===== config.mk =====
export PLATFORM = sky130hd
export DESIGN_NAME = per2axi_req_buffer
export DESIGN_NICKNAME = d
export VERILOG_FILES = /design/src/rtl/per2axi_req_buffer.sv
export SDC_FILE = /design/constraint.sdc
export NUM_CORES = 1
export LEC_CHECK = 0
export CAP_MARGIN = 0
export CORE_AREA = 2 2 160 162
export CTS_BUF_LIST = sky130_fd_sc_hd__clkbuf_8
export DETAILED_ROUTE_END_ITERATION = 16
export DIE_AREA = 0 0 162 164
export PLACE_DENSITY = 0.74
export SYNTH_ARGS = -nofsm -noshare
export SYNTH_HDL_FRONTEND = slang
export SYNTH_SLANG_ARGS = --single-unit

===== constraint.sdc =====
create_clock -name clk_i -period 5.9 [get_ports clk_i]
set_input_delay 1.77 -clock clk_i [delete_from_list [all_inputs] [get_ports clk_i]]
set_output_delay 1.77 -clock clk_i [all_outputs]
set_load 0.01 [all_outputs]

===== src/rtl/per2axi_req_buffer.sv =====
// per2axi_req_buffer: FIFO-buffered peripheral-to-AXI request stage with per-direction outstanding limits.
// Define PER2AXI_ATOP_EN to map peripheral AMOs onto AXI atomics and exclusive accesses.
module per2axi_req_buffer #(
  parameter int NB_CORES        = 4,
  parameter int PER_ADDR_WIDTH  = 32,
  parameter int PER_ID_WIDTH    = 5,
  parameter int AXI_ADDR_WIDTH  = 32,
  parameter int AXI_DATA_WIDTH  = 64,
  parameter int AXI_USER_WIDTH  = 6,
  parameter int AXI_ID_WIDTH    = 3,
  parameter int DEPTH           = 2,
  parameter int MAX_OUTSTANDING = 8
) (
  input  logic                               clk_i,
  input  logic                               rst_i,
  input  logic                               per_slave_req_i,
  input  logic [PER_ADDR_WIDTH-1:0]          per_slave_add_i,
  input  logic                               per_slave_we_i,
  input  logic [5:0]                         per_slave_atop_i,
  input  logic [31:0]                        per_slave_wdata_i,
  input  logic [3:0]                         per_slave_be_i,
  input  logic [PER_ID_WIDTH-1:0]            per_slave_id_i,
  output logic                               per_slave_gnt_o,
  input  logic [NB_CORES*AXI_USER_WIDTH-1:0] axi_axuser_i,
  output logic                               axi_master_aw_valid_o,
  output logic [AXI_ADDR_WIDTH-1:0]          axi_master_aw_addr_o,
  output logic [2:0]                         axi_master_aw_prot_o,
  output logic [3:0]                         axi_master_aw_region_o,
  output logic [7:0]                         axi_master_aw_len_o,
  output logic [2:0]                         axi_master_aw_size_o,
  output logic [1:0]                         axi_master_aw_burst_o,
  output logic                               axi_master_aw_lock_o,
  output logic [5:0]                         axi_master_aw_atop_o,
  output logic [3:0]                         axi_master_aw_cache_o,
  output logic [3:0]                         axi_master_aw_qos_o,
  output logic [AXI_ID_WIDTH-1:0]            axi_master_aw_id_o,
  output logic [AXI_USER_WIDTH-1:0]          axi_master_aw_user_o,
  input  logic                               axi_master_aw_ready_i,
  output logic                               axi_master_ar_valid_o,
  output logic [AXI_ADDR_WIDTH-1:0]          axi_master_ar_addr_o,
  output logic [2:0]                         axi_master_ar_prot_o,
  output logic [3:0]                         axi_master_ar_region_o,
  output logic [7:0]                         axi_master_ar_len_o,
  output logic [2:0]                         axi_master_ar_size_o,
  output logic [1:0]                         axi_master_ar_burst_o,
  output logic                               axi_master_ar_lock_o,
  output logic [3:0]                         axi_master_ar_cache_o,
  output logic [3:0]                         axi_master_ar_qos_o,
  output logic [AXI_ID_WIDTH-1:0]            axi_master_ar_id_o,
  output logic [AXI_USER_WIDTH-1:0]          axi_master_ar_user_o,
  input  logic                               axi_master_ar_ready_i,
  output logic                               axi_master_w_valid_o,
  output logic [AXI_DATA_WIDTH-1:0]          axi_master_w_data_o,
  output logic [AXI_DATA_WIDTH/8-1:0]        axi_master_w_strb_o,
  output logic [AXI_USER_WIDTH-1:0]          axi_master_w_user_o,
  output logic                               axi_master_w_last_o,
  input  logic                               axi_master_w_ready_i,
  input  logic                               b_done_i,
  input  logic                               r_done_i,
  output logic                               atop_req_o,
  output logic [AXI_ID_WIDTH-1:0]            atop_id_o,
  output logic [AXI_ADDR_WIDTH-1:0]          atop_add_o,
  output logic                               trans_req_o,
  output logic [AXI_ID_WIDTH-1:0]            trans_id_o,
  output logic [AXI_ADDR_WIDTH-1:0]          trans_add_o
);
  localparam int PW = $clog2(DEPTH);
  localparam int CW = $clog2(MAX_OUTSTANDING + 1);
  localparam int NL = AXI_DATA_WIDTH / 32;
  localparam logic [CW-1:0] MAX_CNT = CW'(MAX_OUTSTANDING);
  typedef struct packed {
    logic [PER_ADDR_WIDTH-1:0] addr;
    logic                      wr;
    logic [5:0]                atop;
    logic [31:0]               wdata;
    logic [3:0]                be;
    logic [AXI_ID_WIDTH-1:0]   id;
  } entry_t;
  entry_t mem [DEPTH];
  entry_t head, in_e;
  logic [PW-1:0] wptr, rptr;
  logic [PW:0] cnt;
  logic [CW-1:0] wr_cnt, rd_cnt;
  logic aw_sent, w_sent, empty, full, push, pop;
  logic aw_hs, w_hs, ar_hs, aw_done, w_done, wr_ok, wr_dec, rd_dec;
  logic [AXI_ID_WIDTH-1:0] in_id;
  logic in_wr, aw_lock, ar_lock, inv;
  logic [5:0] x_atop;
  logic [31:0] wdata_eff;
  logic [PER_ADDR_WIDTH-1:0] lane;
  logic [AXI_ADDR_WIDTH-1:0] axi_addr;
  logic [AXI_USER_WIDTH-1:0] user;
  logic [2:0] size;
  assign empty = cnt == '0;
  assign full = cnt == (PW+1)'(DEPTH);
  assign per_slave_gnt_o = per_slave_req_i && !full && !rst_i;
  assign push = per_slave_gnt_o;
  assign head = mem[rptr];
  always_comb begin
    in_id = '0;
    for (int i = 0; i < PER_ID_WIDTH; i++)
      if (per_slave_id_i[i]) in_id = AXI_ID_WIDTH'(i);
  end
`ifdef PER2AXI_ATOP_EN
  localparam logic [4:0] AMO_LR = 5'b00010, AMO_SC = 5'b00011, AMO_SWAP = 5'b00001,
    AMO_ADD = 5'b00000, AMO_XOR = 5'b00100, AMO_AND = 5'b01100, AMO_OR = 5'b01000,
    AMO_MIN = 5'b10000, AMO_MAX = 5'b10100, AMO_MINU = 5'b11000, AMO_MAXU = 5'b11100;
  // LR is the only AMO that travels on the read channel
  assign in_wr = per_slave_atop_i[5] ? per_slave_atop_i[4:0] != AMO_LR : !per_slave_we_i;
  always_comb begin
    x_atop = '0;
    inv = 1'b0;
    aw_lock = 1'b0;
    ar_lock = 1'b0;
    if (head.atop[5])
      case (head.atop[4:0])
        AMO_LR:   ar_lock = 1'b1;
        AMO_SC:   aw_lock = 1'b1;
        AMO_SWAP: x_atop = 6'b110000;
        AMO_ADD:  x_atop = 6'b100000;
        AMO_XOR:  x_atop = 6'b100010;
        AMO_OR:   x_atop = 6'b100011;
        AMO_MIN:  x_atop = 6'b100101;
        AMO_MAX:  x_atop = 6'b100100;
        AMO_MINU: x_atop = 6'b100111;
        AMO_MAXU: x_atop = 6'b100110;
        AMO_AND: begin
          x_atop = 6'b100001;
          inv = 1'b1;
        end
        default: ;
      endcase
  end
`else
  assign in_wr = !per_slave_we_i;
  assign x_atop = '0;
  assign inv = 1'b0;
  assign aw_lock = 1'b0;
  assign ar_lock = 1'b0;
`endif
  assign in_e = '{addr: per_slave_add_i, wr: in_wr, atop: per_slave_atop_i,
                  wdata: per_slave_wdata_i, be: per_slave_be_i, id: in_id};
  always_ff @(posedge clk_i)
    if (push) mem[wptr] <= in_e;
  // AW and W may each go first; the entry retires once both have handshaked
  assign wr_ok = wr_cnt < MAX_CNT;
  assign axi_master_aw_valid_o = !empty && head.wr && !aw_sent && (wr_ok || w_sent);
  assign axi_master_w_valid_o = !empty && head.wr && !w_sent && (aw_sent || wr_ok);
  assign axi_master_ar_valid_o = !empty && !head.wr && rd_cnt < MAX_CNT;
  assign aw_hs = axi_master_aw_valid_o && axi_master_aw_ready_i;
  assign w_hs = axi_master_w_valid_o && axi_master_w_ready_i;
  assign ar_hs = axi_master_ar_valid_o && axi_master_ar_ready_i;
  assign aw_done = aw_sent || aw_hs;
  assign w_done = w_sent || w_hs;
  assign pop = (aw_done && w_done) || ar_hs;
  assign wr_dec = b_done_i && wr_cnt != '0;
  assign rd_dec = r_done_i && rd_cnt != '0;
  always_ff @(posedge clk_i or posedge rst_i)
    if (rst_i) begin
      wptr <= '0;
      rptr <= '0;
      cnt <= '0;
      aw_sent <= 1'b0;
      w_sent <= 1'b0;
      wr_cnt <= '0;
      rd_cnt <= '0;
    end else begin
      wptr <= wptr + PW'(push);
      rptr <= rptr + PW'(pop);
      cnt <= cnt + (PW+1)'(push) - (PW+1)'(pop);
      aw_sent <= aw_done && !pop;
      w_sent <= w_done && !pop;
      wr_cnt <= wr_cnt + CW'(aw_hs) - CW'(wr_dec);
      rd_cnt <= rd_cnt + CW'(ar_hs) - CW'(rd_dec);
    end
  assign axi_addr = AXI_ADDR_WIDTH'(head.addr);
  assign user = AXI_USER_WIDTH'(axi_axuser_i >> (AXI_USER_WIDTH * head.id));
  assign size = (head.be == 4'(4'b0001 << head.addr[1:0])) ? 3'd0 :
                ((head.addr[1:0] == 2'b00 && head.be == 4'b0011) ||
                 (head.addr[1:0] == 2'b10 && head.be == 4'b1100)) ? 3'd1 : 3'd2;
  assign wdata_eff = inv ? ~head.wdata : head.wdata;
  assign lane = (head.addr >> 2) & PER_ADDR_WIDTH'(NL - 1);
  assign axi_master_w_data_o = AXI_DATA_WIDTH'(wdata_eff) << (lane << 5);
  assign axi_master_w_strb_o = (AXI_DATA_WIDTH/8)'(head.be) << (lane << 2);
  assign axi_master_w_user_o = user;
  assign axi_master_w_last_o = 1'b1;
  assign axi_master_aw_addr_o = axi_addr;
  assign axi_master_aw_size_o = size;
  assign axi_master_aw_lock_o = aw_lock;
  assign axi_master_aw_atop_o = x_atop;
  assign axi_master_aw_id_o = head.id;
  assign axi_master_aw_user_o = user;
  assign axi_master_ar_addr_o = axi_addr;
  assign axi_master_ar_size_o = size;
  assign axi_master_ar_lock_o = ar_lock;
  assign axi_master_ar_id_o = head.id;
  assign axi_master_ar_user_o = user;
  assign axi_master_aw_prot_o = '0;
  assign axi_master_aw_region_o = '0;
  assign axi_master_aw_len_o = '0;
  assign axi_master_aw_burst_o = 2'b00;
  assign axi_master_aw_cache_o = '0;
  assign axi_master_aw_qos_o = 4'b0001;
  assign axi_master_ar_prot_o = '0;
  assign axi_master_ar_region_o = '0;
  assign axi_master_ar_len_o = '0;
  assign axi_master_ar_burst_o = 2'b00;
  assign axi_master_ar_cache_o = '0;
  assign axi_master_ar_qos_o = 4'b0001;
  assign atop_req_o = aw_hs && x_atop != '0 && x_atop[5:3] != 3'b010;
  assign atop_id_o = head.id;
  assign atop_add_o = axi_addr;
  assign trans_req_o = ar_hs;
  assign trans_id_o = head.id;
  assign trans_add_o = axi_addr;
endmodule

==> results.md <==
- Outcome: complete, no violations
- Clock net sink count: 158
- Final wirelength: around 19 mm
- CP required: between 4 and 5 ns
- Clock transition at path regs: 0.10 ns
- Post-CTS sizing: 0
- Most common library cell in the layout ignoring fill and taps: clkdlybuf4s50_1
- Die Height: between 150 and 200 um
- Post-Route M1 WL: about 7.2 mm
- Tmin final: between 5 and 6 ns
- Critical path buffer and inverter count: 2
- DR vias: about 5,000
- Crit-path cells: buf_4 > mux2i_1 > nand4b_1 > o22a_1 > nor2_1 > clkdlybuf4s50_1
- Cell count after synthesis: around 600
- Final hold vios: 0
- Worst skew pair latency: about 0.44 ns
- Slew headroom: 25.53%
- Internal cell power: between 3 and 4 mW
- Register bit total from synthesis: 158
- First-pass DRT Iterations: 4
- Asr flop ratio synth: between 8 and 9%
- Worst Path Max Fanout: 29
- F_max: 195.1 MHz
- Seq/Total Area, Yosys: between 50% and 60%
- Longest Clk Path Bufs: 2
- Ys Warns: 0
- Largest net degree at the start of global routing: 73
- Residual DRC: 0
- Met2 WL post-DR: around 9.9 mm
- LEAKAGE: between 4 and 5 nW
- Switch share: between 30% and 40%
- CTS tree: done
- Post-synth EDFFs: 144
- Top layer in use: met4
- Mean Syn Cell Area: about 13 um2
- Area growth from synthesis to layout: 39.09%
- Worst r2r dst: wr_cnt[2]
- Post-Synthesis Cell Area: between 7000 and 8000 um2
- Power share of the combinational group: 53.2%
- Htree depth: 4
- Worst r2r path cells: 8
- Area of the core: ~25,000 um2
- Final worst-path cycle share: 86.88%
- Setup CP Type: register to output pin
- Setup Buffers After CTS: 0
- Net Sw Power: 1.785 mW
- Synth unique cells: 40
- RSZ-0062 raised after global routing: no
- Reg-to-Reg Start: rptr
- Hpwl dp: 13.68 mm
- Placed Cells: roughly 1,100
- GR Util All Layers: 13.46%
- Vias in the first global route: roughly 5,000
- MaxCap Viol Count: 0
- Diodes inserted: 0
- Worst Path Arrival: 3.36 ns
- Critical path launch point type: register
- First-pass GRT wire length: approximately 27 mm
- Hold path start: cnt[1]
- Final ANT Viol Nets: 0
- Die ar.: between 20,000 and 30,000 um2
- Sequential Power Share: roughly 31%
- Finished Layout Cells: approximately 1,200
- Routed length per instance: around 16 um
- CP delay by family, top: buffers and inverters
- Root buffer cell: clkbuf_8
- Commonest non-fill, non-tap cells in the layout: clkdlybuf4s50_1, edfxtp_1, nor2_1
- # hold bufs at CTS: 0
- Slowest cell on the critical path: dfrtp_4
- Total CTS buffers: 17
- Most used DFF post-synth: edfxtp_1
- Worst Tran Pin Value: roughly 1.1 ns
- Antenna violations before repair: 0
- Clk pwr share: between 15 and 20%
- Hold_ws: 0.5154 ns
- Initial Util: roughly a third
- I/O pin count: a little over 400
- Power Density: ~450 nW/um2
- Hold endpoint: cnt[1]
- CP peak stage delay: roughly 0.68 ns
- Remaining Overflow, GRT: 0
- GPL Wtd Cong: between 0.7 and 0.8
- Share of post-route cells with drive strength above 1: under 10%
- I/O Buffers: ~340
- Nets: 957
- Worst VDD drop: ~0.21 mV
- Slew Viols, Final: 0
- Worst Setup End Kind: output pin
- Row cnt: 58
- Vias per inst: 4.263
- Starting DRT DRC Count: slightly above 200
- # setup viols final: 0
- Die width: about 160 um
- Hold crit path type: register to register
- Setup TNS Final: 0 ns
- Clock Skew: roughly 0.013 ns
- Register-to-register path setup slack: about 3.3 ns
- Met3 routed WL: ~1.1 mm
- Hold Path Depth: 1
cell families (layout without fill, tap and decap cells):
group	Yosys count	in the layout	share of synthesized area (%)
other	2	62	0.09405
DFF	158	158	58.54
AOI/OAI and AO/OA	19	19	2.068
xor gates and xnor gates	7	7	0.7678
buffers and inverters	223	409	19.21
adders and majority gates	16	16	2.695
and+or+nand+nor	93	93	4.967
muxes	78	78	11.66
stage by stage:
step	worst slack (ns)	instance area (um2)	util, %	total power, mW
2_1_floorplan	1.246	8210	-	3.146
3_3_place_gp	0.7876	10710	43.15	4.156
3_5_place_dp	0.7843	10710	43.15	4.219
4_1_cts	0.6707	11110	44.75	5.030
5_1_grt	0.5476	11110	44.75	5.238
6_report	0.7743	11110	44.75	4.950
layout make-up:
cell class,instances,area (um2)
Tap cell,330,412.9
Inverter,28,105.1
Clock buffer,17,234.0
Clock inverter,15,162.7
Sequential cell,158,4678
Timing Repair Buffer,349,3478
Multi-Input combinational cell,275,2036
Fill cell,2258,13710
synthesized netlist by cell type, types with 3 or more instances:
library cell / number / share of area, %
a21oi_1: 6 / 0.38
buf_2: 8 / 0.50
buf_4: 181 / 17
clkbuf_1: 3 / 0.14
dfrtp_1: 14 / 4.4
edfxtp_1: 144 / 54
ha_1: 14 / 2.2
inv_1: 27 / 1.3
mux2_2: 31 / 4.4
mux2i_1: 38 / 4.8
mux4_2: 4 / 1.1
nand2_1: 3 / 0.14
nor2_1: 79 / 3.7
nor2b_1: 6 / 0.47
xnor2_1: 3 / 0.33
xor2_1: 4 / 0.44
routing by layer:
| layer | global-route usage [%] | vias to the layer above |
|---|---|---|
| met5 | 0 | - |
| met4 | 4.706 | 0 |
| met3 | 3.157 | 19 |
| met2 | 25.13 | 237 |
| met1 | 14.97 | 2458 |
| li1 | - | 2282 |
registers in the layout, indices dropped and copies added (netlist names):
signal / flops
aw_sent: 1
cnt: 2
mem: 144
rd_cnt: 4
rptr: 1
w_sent: 1
wptr: 1
wr_cnt: 4
how the worst max path moves through the flow:
stage,start,endpoint,slack [ns],cells after the start
floorplan,per_slave_req_i,mem[0][0],1.25,3
global placement,axi_axuser_i[9],axi_master_w_user_o[3],0.79,4
detailed placement,axi_axuser_i[9],axi_master_w_user_o[3],0.78,4
CTS,rptr,axi_master_aw_size_o[1],0.67,6
global route,rptr,axi_master_ar_size_o[0],0.55,6
finish,rptr,axi_master_ar_size_o[0],0.77,6
power by group through the flow:
stage	clock network, mW	logic, mW	registers, mW
floorplan	0	1.65	1.50
detailed placement	0	2.67	1.55
global placement	0	2.62	1.54
finish	0.798	2.63	1.52
global route	0.871	2.83	1.54
CTS	0.826	2.68	1.53
Power figures use the tool's default switching activity.
